### config.mk
export PLATFORM = sky130hd
export DESIGN_NAME = writeback_stage
export DESIGN_NICKNAME = d
export VERILOG_FILES = /design/src/rtl/wb_pkg.sv /design/src/rtl/md_wb_fifo.sv /design/src/rtl/writeback_stage.sv
export SDC_FILE = /design/constraint.sdc
export NUM_CORES = 1
export LEC_CHECK = 0
export BUFFER_PORTS_ARGS = -buffer_cell sky130_fd_sc_hd__buf_2
export CAP_MARGIN = 40
export CORE_MARGIN = 2
export CORE_UTILIZATION = 35
export CTS_CLUSTER_SIZE = 16
export DETAILED_ROUTE_END_ITERATION = 16
export GPL_ROUTABILITY_DRIVEN = 0
export SLEW_MARGIN = 20
export SYNTH_ARGS = -nofsm -noshare
export SYNTH_HDL_FRONTEND = slang
export SYNTH_SLANG_ARGS = --single-unit
### constraint.sdc
create_clock -name clk -period 9.07 [get_ports clk]
set_clock_uncertainty 0.15 [all_clocks]
set_input_delay 2.721 -clock clk [delete_from_list [all_inputs] [get_ports clk]]
set_output_delay 2.721 -clock clk [all_outputs]
set_load 0.05 [all_outputs]
### src/rtl/wb_pkg.sv
// Shared types for the write-back stage: load-type codes, multiply/divide
// buffer entries and the little-endian load extractor.
package wb_pkg;

  typedef enum logic [2:0] {
    LW  = 3'd0,
    LB  = 3'd1,
    LBU = 3'd2,
    LH  = 3'd3,
    LHU = 3'd4
  } load_type_e;

  typedef struct packed {
    logic [4:0]  rw;
    logic [31:0] data;
  } md_entry_t;

  // Byte lane from addr[1:0], half lane from addr[1]; unknown codes act as LW.
  function automatic logic [31:0] extract_load(input logic [31:0] word,
                                               input logic [1:0]  addr,
                                               input logic [2:0]  lt);
    logic [7:0]  b;
    logic [15:0] h;
    logic [31:0] r;
    case (addr)
      2'd0:    b = word[7:0];
      2'd1:    b = word[15:8];
      2'd2:    b = word[23:16];
      default: b = word[31:24];
    endcase
    h = addr[1] ? word[31:16] : word[15:0];
    case (load_type_e'(lt))
      LB:      r = {{24{b[7]}}, b};
      LBU:     r = {24'd0, b};
      LH:      r = {{16{h[15]}}, h};
      LHU:     r = {16'd0, h};
      default: r = word;
    endcase
    return r;
  endfunction

endpackage

### src/rtl/md_wb_fifo.sv
// Synchronous FIFO buffering multiply/divide results until a pipeline bubble
// frees the register-file write port. Power-of-two depth, wrap-around pointers.
module md_wb_fifo
  import wb_pkg::*;
#(
  parameter int DEPTH = 2
) (
  input  logic                     clk,
  input  logic                     reset,
  input  logic                     push,
  input  md_entry_t                push_data,
  input  logic                     pop,
  output md_entry_t                head,
  output logic                     full,
  output logic                     empty,
  output logic [$clog2(DEPTH):0]   count
);

  localparam int AW = $clog2(DEPTH);
  localparam logic [AW:0] FULL_CNT = (AW+1)'(DEPTH);

  md_entry_t   mem [DEPTH];
  logic [AW-1:0] wr_ptr;
  logic [AW-1:0] rd_ptr;
  logic [AW:0]   cnt;
  logic          do_push;
  logic          do_pop;

  assign full    = (cnt == FULL_CNT);
  assign empty   = (cnt == '0);
  assign count   = cnt;
  assign head    = mem[rd_ptr];
  assign do_push = push & ~full;
  assign do_pop  = pop & ~empty;

  always_ff @(posedge clk) begin
    if (do_push) mem[wr_ptr] <= push_data;
  end

  always_ff @(posedge clk or negedge reset) begin
    if (!reset) begin
      wr_ptr <= '0;
      rd_ptr <= '0;
      cnt    <= '0;
    end else begin
      if (do_push) wr_ptr <= wr_ptr + 1'b1;
      if (do_pop)  rd_ptr <= rd_ptr + 1'b1;
      case ({do_push, do_pop})
        2'b10:   cnt <= cnt + 1'b1;
        2'b01:   cnt <= cnt - 1'b1;
        default: cnt <= cnt;
      endcase
    end
  end

endmodule

### src/rtl/writeback_stage.sv
// MEM/WB register with load extraction and arbitration of the register file's
// single write port between the pipeline (priority) and the mul/div buffer.
module writeback_stage
  import wb_pkg::*;
#(
  parameter int MD_DEPTH = 2
) (
  input  logic                        clk,
  input  logic                        reset,
  input  logic                        valid_m,
  input  logic                        RegWriteM,
  input  logic                        MemtoRegM,
  input  logic [4:0]                  rwM,
  input  logic [31:0]                 alu_outM,
  input  logic [31:0]                 read_dataM,
  input  logic [1:0]                  addrM,
  input  logic [2:0]                  load_typeM,
  input  logic                        md_valid,
  input  logic [4:0]                  md_rw,
  input  logic [31:0]                 md_result,
  output logic                        md_ready,
  output logic [31:0]                 WBSrc,
  output logic [4:0]                  rwW,
  output logic                        RegWriteW,
  output logic [$clog2(MD_DEPTH):0]   md_count
);

  logic      pw;
  logic      md_push;
  logic      md_pop;
  logic      md_full;
  logic      md_empty;
  md_entry_t md_head;
  md_entry_t md_in;
  logic [31:0] mem_data;

  // Handshake: a result transfers on a cycle where md_valid & md_ready are both
  // high; md_ready depends only on buffer state (not full), never on md_valid.
  assign md_ready = ~md_full;
  assign pw       = valid_m & RegWriteM & (rwM != 5'd0);
  // r0 results are accepted but never stored, so they cannot reach the port.
  assign md_push  = md_valid & md_ready & (md_rw != 5'd0);
  assign md_pop   = ~pw & ~md_empty & (md_head.rw != 5'd0);
  assign md_in    = '{rw: md_rw, data: md_result};
  assign mem_data = MemtoRegM ? extract_load(read_dataM, addrM, load_typeM) : alu_outM;

  md_wb_fifo #(
    .DEPTH (MD_DEPTH)
  ) u_fifo (
    .clk       (clk),
    .reset     (reset),
    .push      (md_push),
    .push_data (md_in),
    .pop       (md_pop),
    .head      (md_head),
    .full      (md_full),
    .empty     (md_empty),
    .count     (md_count)
  );

  // Outputs come straight from flops so the level-sensitive register file
  // never sees combinational glitches; data/address hold during bubbles.
  always_ff @(posedge clk or negedge reset) begin
    if (!reset) begin
      WBSrc     <= '0;
      rwW       <= '0;
      RegWriteW <= 1'b0;
    end else if (pw) begin
      WBSrc     <= mem_data;
      rwW       <= rwM;
      RegWriteW <= 1'b1;
    end else if (md_pop) begin
      WBSrc     <= md_head.data;
      rwW       <= md_head.rw;
      RegWriteW <= 1'b1;
    end else begin
      RegWriteW <= 1'b0;
    end
  end

endmodule

# Yosys cells after proc, flatten, opt, wreduce, memory -nomap -nowiden
# Memories as Yosys holds them, arrays and structs flattened.
# Cells that the tools add are included.
# op_classes
reduce_logical	7
addsub	4
muxes	13
n_bitwise	11
n_eq_ne	9
# ops
cell	n
$pmux W32 S4	1
$mux W32	3
$pmux W8 S3	1
$mux W16	1
$reduce_bool A5 Y1	3
$mux W5	2
$and A1 B1 Y1	8
$eq A2 B2 Y1 const B	3
$eq A3 B2 Y1 const B	2
$eq A2 B1 Y1 const B	2
$logic_not A2 Y1	2
$mux W1	4
$pmux W2 S2	1
$reduce_bool A2 Y1	2
$eq A3 B1 Y1 const B	1
$eq A3 B3 Y1 const B	1
$not A1 Y1	3
$add A1 B1 Y1 const B	2
$add A2 B1 Y2 const B	1
$sub A2 B1 Y2 const B	1
# totals
wordCells	51
register_bits	42
ramBits	74
out_inout_bits	41
input_bits	117
mem_count	1
# memory_table
memory	depth	width	rd	rd_clocked_by_memory_dff	wr	line	rtl
u_fifo.mem	2	37	1	0	1	md_wb_fifo.sv:22	md_entry_t mem [DEPTH];

# Logic depth before layout (Yosys ltp)
# Gate-level depths: netlist of run 1.
# depth
ltp_word	8
depth_mapped	9
mapped_depth_nobuf	7

# By module
# A second synthesis of run 1 with hierarchy kept.
# unflattened
hier_cells	477
hier_area_um2	6043.3
# by_module_without_submodules
module	seq_area_each_um2	instances	cells_per_inst	area_per_inst_um2
writeback_stage	950.9	1	344	3094.2
md_wb_fifo	2322.2	1	133	2949.1

# Worst setup path after synthesis of run 1
# No wires, ideal clock.
# synth_timing
path_type	input -> register
start	in md_rw[3]
end	mem u_fifo.mem[0][0] in the netlist's numbering, enable pin
setup_slack_ps	3915
setup_time_ps	431
n_path_buf	0
t_arrival_ps	4574
stages	3
t_required_ps	8489
cell_sequence	or4_1 > o211ai_1 > nor2_1
# synth_between
elab_chain_cells	5
# synth_lines
item	line	rtl
start, declared	writeback_stage.sv:19	input logic [4:0] md_rw,
$reduce_bool A5 Y1	writeback_stage.sv:42	assign md_push = md_valid & md_ready & (md_rw != 5'd0);
$and A1 B1 Y1	writeback_stage.sv:42	
$and A1 B1 Y1	md_wb_fifo.sv:33	assign do_push = push & ~full;
$mux W1	md_wb_fifo.sv:37	if (do_push) mem[wr_ptr] <= push_data;
$mux W1 (not written as such)	md_wb_fifo.sv:37	
end, declared	md_wb_fifo.sv:22	
# No other way between the ends.

# Worst setup path after layout of run 1
# layout_timing
start	in addrM[1]
end	reg WBSrc[20]
# layout_between
elab_chain_cells	5
elab_cells_between_ends	8
classes_between	eq/ne (2); mux (5); reduce/logical (1)
# layout_lines
item	line	rtl
start, declared	writeback_stage.sv:16	input logic [1:0] addrM,
$eq A2 B2 Y1 (tied with other cells)	wb_pkg.sv:25	case (addr)
$pmux W8 S3	wb_pkg.sv:25	
$pmux W32 S4 *	wb_pkg.sv:32	case (load_type_e'(lt))
$mux W32 *	writeback_stage.sv:45	assign mem_data = MemtoRegM ? extract_load(read_dataM, addrM, load_typeM) : alu_outM;
$mux W32 *	writeback_stage.sv:68	end else if (pw) begin
end signal, assigned	writeback_stage.sv:69	WBSrc <= mem_data;
end signal, assigned	writeback_stage.sv:73	WBSrc <= md_head.data;
end, declared	writeback_stage.sv:22	output logic [31:0] WBSrc,
# Every way passes the cells marked *; elsewhere a longest branch is shown, timed or not.
# A chain may end at the register's enable or synchronous reset.

==> results of run 1 <==
-- worst max path at each step --
stage / start / to
2_1_floorplan: md_rw[3] / u_fifo.mem[0][0]$_DFFE_PP_
3_3_place_gp: MemtoRegM / WBSrc[19]$_DFFE_PN0P_
3_5_place_dp: MemtoRegM / WBSrc[19]$_DFFE_PN0P_
4_1_cts: MemtoRegM / WBSrc[20]$_DFFE_PN0P_
5_1_grt: MemtoRegM / WBSrc[17]$_DFFE_PN0P_
6_report: addrM[1] / WBSrc[20]$_DFFE_PN0P_
-- cell usage in the layout (no fill, tap or decap), drive strengths merged, types with 2 or more instances in the layout --
cell type,instances
buf,168
edfxtp,74
dfrtp,42
a21oi,27
clkbuf,23
o31ai,20
o21ai,19
or2,18
mux2,17
a21boi,17
a2bb2oi,16
o311ai,16
nor2b,13
a2111oi,13
mux2i,9
a221oi,9
o32ai,9
nand2b,8
mux4,8
a31o,8
o2111ai,7
o221ai,7
a32oi,7
nor2,6
clkinv,6
nand2,4
xor2,3
xnor2,3
bufinv,3
nor3,3
or4,2
nor3b,2
inv,2
nand3b,2
clkinvlp,2
o211ai,2
-- registers in the layout, summed over array words and instances (netlist names) --
| name | count |
|---|---|
| u_fifo.wr_ptr | 1 |
| u_fifo.mem | 74 |
| WBSrc | 32 |
| u_fifo.rd_ptr | 1 |
| rwW | 5 |
| RegWriteW | 1 |
| u_fifo.count | 2 |
-- synth_stat cells, drive strengths merged, types with 4 or more instances --
master / number / share of area (%)
nor2b: 13 / 1.4
edfxtp: 74 / 38
mux2i: 9 / 1.5
a2bb2oi: 16 / 2.4
a21boi: 17 / 2.3
dfrtp: 42 / 18
a221oi: 9 / 1.4
o32ai: 9 / 1.4
mux2: 17 / 3.3
o311ai: 16 / 2.4
a2111oi: 13 / 2.0
o221ai: 7 / 1.1
o31ai: 20 / 2.6
nand2b: 8 / 0.86
buf: 17 / 1.9
a31o: 8 / 1.2
a32oi: 7 / 1.1
o2111ai: 7 / 1.1
mux4: 8 / 3.1
or2: 18 / 1.9
a21oi: 27 / 2.3
nor2: 6 / 0.39
clkbuf: 26 / 1.7
nand2: 4 / 0.26
o21ai: 19 / 1.7
-- final cells by class --
cell class                      count  area, sq um
Clock inverter                     10          131
Multi-Input combinational cell    289         2340
Timing Repair Buffer              169          941
Clock buffer                       22          464
Fill cell                        1514         8970
Inverter                            3         11.3
Tap cell                          220          275
Sequential cell                   116         3270
-- per-layer routing --
metal / global-route usage, % / routed length (um) / up-vias
met4: 8.18 / 529 / 0
met1: 27.2 / 7640 / 2373
met2: 32.1 / 8500 / 202
met5: 0 / 0 / -
met3: 4.71 / 1270 / 33
li1: - / - / 2143
-- per-stage QoR --
step	setup slack, ps	instances	hold slack [ps]	util [%]	total power (uW)
after floorplan	3910	451	318	-	1570
after global placement	4190	791	377	41.0	1850
after detailed placement	4120	796	384	41.6	1870
after CTS	4540	828	398	45.3	2550
after global routing	4340	829	419	45.3	2650
final	4530	829	396	45.3	2540
-- power by group through the flow --
stage          Sequential [uW]  Clock (uW)  Combinational, uW
2_1_floorplan             1150           0                428
3_3_place_gp               858           0                987
3_5_place_dp               857           0               1020
4_1_cts                    852         680               1020
5_1_grt                    866         709               1080
6_report                   850         674               1010
-- kinds of logic after synthesis --
group | count (synthesis)
multiplexers | 34
flip-flops | 116
AO/OA/AOI/OAI | 184
buffers and inverters | 46
AND/OR/NAND/NOR | 64
adder cells (fa/ha/maj) | 1
XOR/XNOR | 6
==> results by group, run 1 <==
Finish
  • # nets final: 714
  • Area Growth Syn to Fin: 27.8%
  • Antenna cells: 0
  • Post-Layout Inst Area: 7440 sq um
  • Share of cells above drive strength 1: 41.9%

Synth
  • Post-Synth XOR/XNOR Area: 0.903%
  • Adder-cell share of the synthesized area: 0.215%
  • Main combinational cell family by area after synthesis: compound AO/OA/AOI/OAI gates
  • Post-synthesis area per instance: 12.9 sq um
  • Compound-Gate Fraction of Synth Area: 24.0%
  • Syn. warnings: 0
  • Number of flops mapped to enable cells by yosys: 74
  • Ys async rst share: 36.2%
  • Mapped Cells: 451
  • Mapped Nets: 569
  • Ys flop type: edfxtp_1
  • Sequential element share of the synthesized area: 56.3%
  • Synth unique cells: 58
  • Post-synthesis mux area share: 7.94%
  • Synth Register Bits: 116
  • Simple-Gate Fraction of Synth Area: 6.84%
  • Mapped Area: 5820 sq um

Min path
  • Worst hold path type: register to register
  • Worst hold path startpoint: WBSrc[18]$_DFFE_PN0P_
  • Hold Path Stages: 1
  • Hold Path End: WBSrc[18]$_DFFE_PN0P_

Drt
  • Detailed-route via count: 4751
  • Routed length per instance: 21.6 um
  • DRC: 0
  • Routed wire length: 17900 um
  • Via/cell ratio: 5.73
  • Drt initial violations: 337
  • ANT nets after route: 0
  • Total iterations of the first detailed-routing run: 5

Setup path
  • Setup CP Type: input port to register
  • Critical path depth: 5
  • CP max-delay cell: mux4_2
  • Worst r2r src: u_fifo.rd_ptr$_DFFE_PN0P_
  • R2r worst-path depth: 5
  • Critical path required time: 9200 ps
  • Crit path largest cell delay: 600 ps
  • Crit Path Max Fanout: 19
  • R2R Setup Slk: 6470 ps
  • Worst Setup Start Kind: input port
  • Worst path cell trace: buf_2 -> mux4_2 -> a21o_1 -> o311ai_0 -> a2bb2oi_1
  • Critical path arrival: 4660 ps
  • Reg2reg end: rwW[3]$_DFFE_PN0P_
  • Kind of cell adding the most delay to the critical path: compound AO/OA/AOI/OAI gates
  • Setup crit end kind: register
  • CP bufs+invs: 1

STA
  • RSZ-0062 raised after global routing: false
  • Final min period: 4540 ps
  • Setup TNS: 0 ps
  • Fmax: 220 MHz
  • Worst Tran Pin Value: 882 ps
  • Endpoints failing setup: 0
  • Period utilisation layout: 50.0%
  • Final Hold Fails: 0
  • Max-slew violation count: 0
  • Relative slew slack: 40.8%

Clocking
  • H-tree Lvls: 4
  • Cts bufs inserted: 17
  • Resized cells post-CTS: 0
  • Post-CTS Setup Inserts: 0
  • CTS tree: built
  • Worst skew pair latency: 410 ps
  • Hold buffers post-CTS: 0
  • Reg clk slew, reported paths: 50 ps
  • Clock Sinks: 116
  • CTS Root Cell: clkbuf_16
  • CTS max path bufs: 2

Flow run
  • # Max-Cap Violations: 0

Placement
  • Post-DP Area: 6830 sq um
  • Placed wire-length estimate: 12900 um
  • Port bufs: 157

Die
  • # IOs: 158
  • Cell Rows: 47
  • Die height: 133 um
  • Area of the die: 17700 sq um
  • Initial Utilization: 35.5%
  • Die W: 133 um
  • Core Box Area: 16400 sq um

Status
  • Outcome: finished clean

Power
  • Int Pwr: 1510 uW
  • Leak Pwr: 0.00286 uW
  • Psw: 1030 uW
  • Peak supply drop: 136 uV
  • Switching share of total power: 40.5%
  • Reg power frac: 33.5%
  • Logic pwr share: 40.0%
  • Clock power share: 26.5%
  • PwrDens: 341 nW/um^2

Global routing
  • Initial antenna violation count: 0
  • Vias in the first global route: 4762
  • First-pass GRT wire length: 27100 um
  • Pin count of the biggest net entering global routing: 51
  • Overflow after GRT: 0
  • Total track usage: 20.4%
No activity file was read; power rests on OpenSTA's default activity.
==> run 2, diff against run 1 <==
Settings changed: ABC_AREA set to 1.
Clock period 9.07 ns to 3.8 ns, I/O delays scaled along.
==> run 2 against run 1 <==
  * Synthesized cell count rose by 45%
  * First-iteration DRC count rose by 32%
  * Area after synthesis rose by 1.9%
  * Largest power group unchanged
==> results by group, run 2 <==
Power
  • Leak Pwr: 0.00331 uW
  • PwrDens: 802 nW/um^2
  • Peak supply drop: 511 uV

Min path
  • Worst hold path type: register to register

Die
  • # IOs: 158
  • Core Box Area: 16600 sq um
  • Die height: 134 um
  • Area of the die: 18000 sq um
  • Cell Rows: 47
  • Die W: 134 um
  • Initial Utilization: 35.7%

Setup path
  • Worst Setup Start Kind: input port
  • Worst path cell trace: buf_2 -> nor2_1 -> nand3_1 -> a21oi_1 -> nand2_4 -> inv_2 -> ha_1 -> a21oi_1 -> o21ai_0 -> xnor2_1
  • CP max-delay cell: ha_1
  • Kind of cell adding the most delay to the critical path: simple AND/OR/NAND/NOR gates
  • Critical path required time: 3940 ps
  • Crit Path Max Fanout: 28
  • Critical path arrival: 2870 ps
  • Setup CP Type: input port to register
  • Crit path largest cell delay: 290 ps
  • Setup crit end kind: register
  • CP bufs+invs: 2
  • Most used cell, CP: a21oi_1

Synth
  • Mapped Nets: 772
  • Mapped Cells: 654
  • Synth area leaders: edfxtp_1 37%, dfrtp_1 18%, nand2_1 8.5%, nor2_1 7.2%, nand3_1 6.0%
  • Mapped Area: 5930 sq um
  • Ys flop type: edfxtp_1
  • Ys async rst share: 36.2%
  • Number of flops mapped to enable cells by yosys: 74
  • Post-synth top area share: 37.5%
  • Sequential element share of the synthesized area: 55.2%
  • Top-count cell post-synth: nand2_1
  • Post-synthesis area per instance: 9.06 sq um
  • Synth Register Bits: 116
  • Synth area leader: edfxtp_1
  • Post-synth top cells: 134 x nand2_1, 113 x nor2_1, 74 x edfxtp_1
  • Synth unique cells: 34
  • Syn. warnings: 0

Status
  • Outcome: finished clean

Finish
  • Most common cell after layout, fill and taps aside: buf_2
  • Biggest regs: u_fifo.mem x74, WBSrc x32, rwW x5
  • Post-Layout Inst Area: 7500 sq um
  • Most flops, register: u_fifo.mem
  • Area Growth Syn to Fin: 26.5%
  • # nets final: 926
  • # fillers: 1622
  • Largest register FFs: 74
  • Most frequent cells in the layout: 157 x buf_2, 133 x nand2_1, 111 x nor2_1
  • Share of cells above drive strength 1: 31.1%

STA
  • Endpoints failing setup: 0
  • Period utilisation layout: 71.8%
  • Relative slew slack: 57.2%
  • Setup TNS: 0 ps
  • Worst Tran Pin Value: 642 ps
  • Max-slew violation count: 0
  • Final Hold Fails: 0
  • WHS: 348 ps
  • Final min period: 2730 ps
  • RSZ-0062 raised after global routing: false
  • Fmax: 367 MHz

Drt
  • Routed length per instance: 16.5 um
  • Detailed-route via count: 5122
  • Drt initial violations: 444
  • Via/cell ratio: 4.91
  • Total iterations of the first detailed-routing run: 5
  • ANT nets after route: 0
  • DRC: 0
  • Routed wire length: 17300 um

Clocking
  • CTS Root Cell: clkbuf_16
  • Post-CTS Setup Inserts: 0
  • Cts bufs inserted: 17
  • Worst skew pair latency: 410 ps
  • Resized cells post-CTS: 0
  • Hold buffers post-CTS: 0
  • CTS tree: built
  • H-tree Lvls: 4
  • CTS max path bufs: 2
  • Clock Sinks: 116
  • Reg clk slew, reported paths: 50 ps

Global routing
  • Pin count of the biggest net entering global routing: 42
  • First-pass GRT wire length: 26900 um
  • Vias in the first global route: 4955
  • Overflow after GRT: 0
  • Total track usage: 19.9%
  • Initial antenna violation count: 2

Placement
  • Port bufs: 157
  • Post-DP Area: 6890 sq um
  • Placed wire-length estimate: 12400 um

Flow run
  • # Max-Cap Violations: 0
## run 2: final cells by class
cell class | count | area (sq um) | area share [%]
inverters | 24 | 90.1 | 1.20
clock buffers | 19 | 443 | 5.91
clock inverters | 12 | 161 | 2.15
well taps | 220 | 275 | 3.67
flip-flops and latches | 116 | 3270 | 43.6
diodes | 3 | 7.51 | 0.100
multi-input cells | 480 | 2370 | 31.6
repair buffers | 169 | 876 | 11.7
## run 2: logic make-up after synthesis
| kind of cell | count (synthesis) | share of synthesized area [%] |
|---|---|---|
| xor gates and xnor gates | 4 | 0.591 |
| muxes | 7 | 1.18 |
| buffers and inverters | 58 | 5.02 |
| adders and majority gates | 1 | 0.211 |
| AOI/OAI and AO/OA | 96 | 9.73 |
| and+or+nand+nor | 372 | 28.0 |
| DFF | 116 | 55.2 |
## run 2: worst paths after layout
kind | from | endpoint | slack, ps | depth (start not counted)
max in group asynchronous | reset | WBSrc[21]$_DFFE_PN0P_ | 2220 | 2
min in group asynchronous | reset | u_fifo.count[0]$_DFFE_PN0P_ | 560 | 1
max reg2reg | u_fifo.rd_ptr$_DFFE_PN0P_ | u_fifo.count[1]$_DFFE_PN0P_ | 1160 | 10
min reg2reg | u_fifo.mem[0][7]$_DFFE_PP_ | WBSrc[7]$_DFFE_PN0P_ | 350 | 2
min | u_fifo.mem[0][7]$_DFFE_PP_ | WBSrc[7]$_DFFE_PN0P_ | 350 | 2
max | rwM[2] | u_fifo.count[1]$_DFFE_PN0P_ | 1070 | 10
## run 2: tightest hold or removal path, stage by stage, from the launching register on
cell and delay, ps:
edfxtp_1 310, o211ai_1 80, nand3_1 70
## run 2: metal layers
layer,global-route usage [%],part of all wire [%]
met3,4.88,6.8
met2,31.3,47
met1,26.6,44
met5,0,0
met4,7.49,2.1
## run 2: stage by stage
step	utilization, %	cells	setup slack, ps	total power (uW)
floorplan	-	654	249	3780
global placement	41.5	1009	707	4400
detailed placement	41.5	1009	675	4410
CTS	45.2	1040	1110	6060
global route	45.2	1041	867	6350
finish	45.2	1043	1070	6010
## run 2: where the power goes
part | total (uW) | leakage [uW] | switching (uW) | internal (uW)
sequential | 1990 | 0.00117 | 197 | 1790
clock | 1640 | 0.000301 | 543 | 1100
combinational | 2380 | 0.00184 | 1740 | 645
total | 6010 | 0.00331 | 2480 | 3540
==> run 3, diff against run 2 <==
Clock period 3.8 ns to 2.3 ns, I/O delays scaled along.
==> run 3 against run 2 <==
  * Utilization is 1.5 points higher
  * Critical path depth is 7 lower
  * Sequential share of layout area is 1.3 points lower
  * Critical endpoint is now md_ready
  * Highest routed layer unchanged
==> results by group, run 3 (same netlist as run 2, synthesis figures left out) <==
Die
  • Initial Utilization: 35.7%
  • Area of the die: 18000 sq um
  • Cell Rows: 47
  • Die W: 134 um
  • # IOs: 158
  • Die height: 134 um
  • Core Box Area: 16600 sq um

Setup path
  • Worst Setup Start Kind: register
  • Critical path arrival: 1220 ps
  • Setup crit end kind: primary output
  • Setup CP Type: register to primary output
  • Critical path required time: 1460 ps
  • Crit Path Max Fanout: 6

STA
  • RSZ-0062 raised after global routing: false
  • Final min period: 2060 ps
  • Relative slew slack: 62.5%
  • Max-slew violation count: 0
  • Endpoints failing setup: 0
  • Fmax: 485 MHz
  • Period utilisation layout: 89.6%
  • Setup TNS: 0 ps
  • Worst Tran Pin Value: 562 ps
  • Final Hold Fails: 0

Global routing
  • Total track usage: 20.2%
  • Vias in the first global route: 5030
  • First-pass GRT wire length: 27400 um
  • Initial antenna violation count: 2
  • Pin count of the biggest net entering global routing: 29
  • Overflow after GRT: 0

Drt
  • Drt initial violations: 431
  • Via/cell ratio: 4.88
  • Routed wire length: 17600 um
  • DRC: 0
  • ANT nets after route: 0
  • Detailed-route via count: 5184
  • Routed length per instance: 16.5 um
  • Total iterations of the first detailed-routing run: 5

Clocking
  • Clock Sinks: 116
  • Hold buffers post-CTS: 0
  • Resized cells post-CTS: 0
  • Worst skew pair latency: 420 ps
  • Post-CTS Setup Inserts: 0
  • H-tree Lvls: 4
  • CTS Root Cell: clkbuf_16
  • Reg clk slew, reported paths: 60 ps
  • CTS max path bufs: 2
  • Cts bufs inserted: 17
  • CTS tree: built

Finish
  • Share of cells above drive strength 1: 33.4%
  • Area Growth Syn to Fin: 30.6%
  • # nets final: 944
  • Register area: 3280 sq um
  • Biggest regs: u_fifo.mem x74, WBSrc x32, rwW x5
  • Most frequent cells in the layout: 157 x buf_2, 132 x nand2_1, 111 x nor2_1
  • Largest register FFs: 74
  • Most flops, register: u_fifo.mem
  • Final core occ: 46.7%
  • # fillers: 1610
  • Post-Layout Inst Area: 7740 sq um
  • Most common cell after layout, fill and taps aside: buf_2
  • Footprint of the multi-input gates: 2380 sq um

Placement
  • Post-DP Area: 7120 sq um
  • Placed wire-length estimate: 12900 um
  • Port bufs: 157

Power
  • Peak supply drop: 866 uV
  • PwrDens: 1310 nW/um^2
  • Leak Pwr: 0.00343 uW

Min path
  • Worst hold path type: input port to asynchronous set/reset pin

Status
  • Outcome: finished clean

Flow run
  • # Max-Cap Violations: 0
==> run 3: changes by cell type in the layout (fill, tap and decap cells not counted), sizes merged <==
cell / before / now
bufinv: 4 / 3
clkinvlp: 0 / 1
clkbuf: 19 / 22
buf: 169 / 187
clkinv: 8 / 6
==> run 3: final cells by class <==
class | instances | area share [%]
sequential | 116 | 42.3
inverter | 24 | 1.16
timing repair buffer | 187 | 14.2
multi-input combinational | 480 | 30.8
clock inverter | 10 | 1.65
clock buffer | 22 | 6.26
antenna | 3 | 0.0970
tap | 220 | 3.56
==> run 3: routing by layer <==
metal,share of wire (%),vias to the layer above,GRT usage [%]
met3,6.7,27,4.91
met5,0,-,0
met4,2.4,0,8.95
met1,45,2390,27.4
met2,46,191,30.9
li1,-,2576,-
==> run 3: through the flow <==
step / worst slack [ps] / hold WS (ps) / cells / total power (uW)
2_1_floorplan: 27.3 / 244 / 654 / 6280
3_3_place_gp: 62.7 / 334 / 1027 / 7490
3_5_place_dp: 33.7 / 341 / 1027 / 7520
4_1_cts: 196 / 73.7 / 1059 / 10200
5_1_grt: 95.1 / 84.9 / 1060 / 10700
6_report: 238 / 71.8 / 1062 / 10200
==> run 3: worst max-delay path, cell delays in order, from the launching register on <==
cell and delay [ps]:
dfrtp_2 410, inv_1 80, nand2_4 60, buf_2 250
==> run 3: final timing paths <==
kind | startpoint | end | slack, ps | depth (start not counted)
min in group clk | md_result[28] | u_fifo.mem[0][28]$_DFFE_PP_ | 300 | 1
max in group asynchronous | reset | u_fifo.rd_ptr$_DFFE_PN0P_ | 1410 | 2
worst min register to register | u_fifo.mem[0][7]$_DFFE_PP_ | WBSrc[7]$_DFFE_PN0P_ | 350 | 2
worst min-delay path | reset | WBSrc[5]$_DFFE_PN0P_ | 70 | 1
worst max register to register | u_fifo.rd_ptr$_DFFE_PN0P_ | u_fifo.count[1]$_DFFE_PN0P_ | 300 | 11
worst max-delay path | u_fifo.count[0]$_DFFE_PN0P_ | md_ready | 240 | 3
==> run 3: report_power, final <==
group | internal, uW | switching (uW) | total (uW) | leakage, uW
combinational | 1250 | 2890 | 4140 | 0.00196
clock | 1800 | 906 | 2710 | 0.000305
sequential | 2960 | 342 | 3310 | 0.00117
total | 6010 | 4140 | 10200 | 0.00343
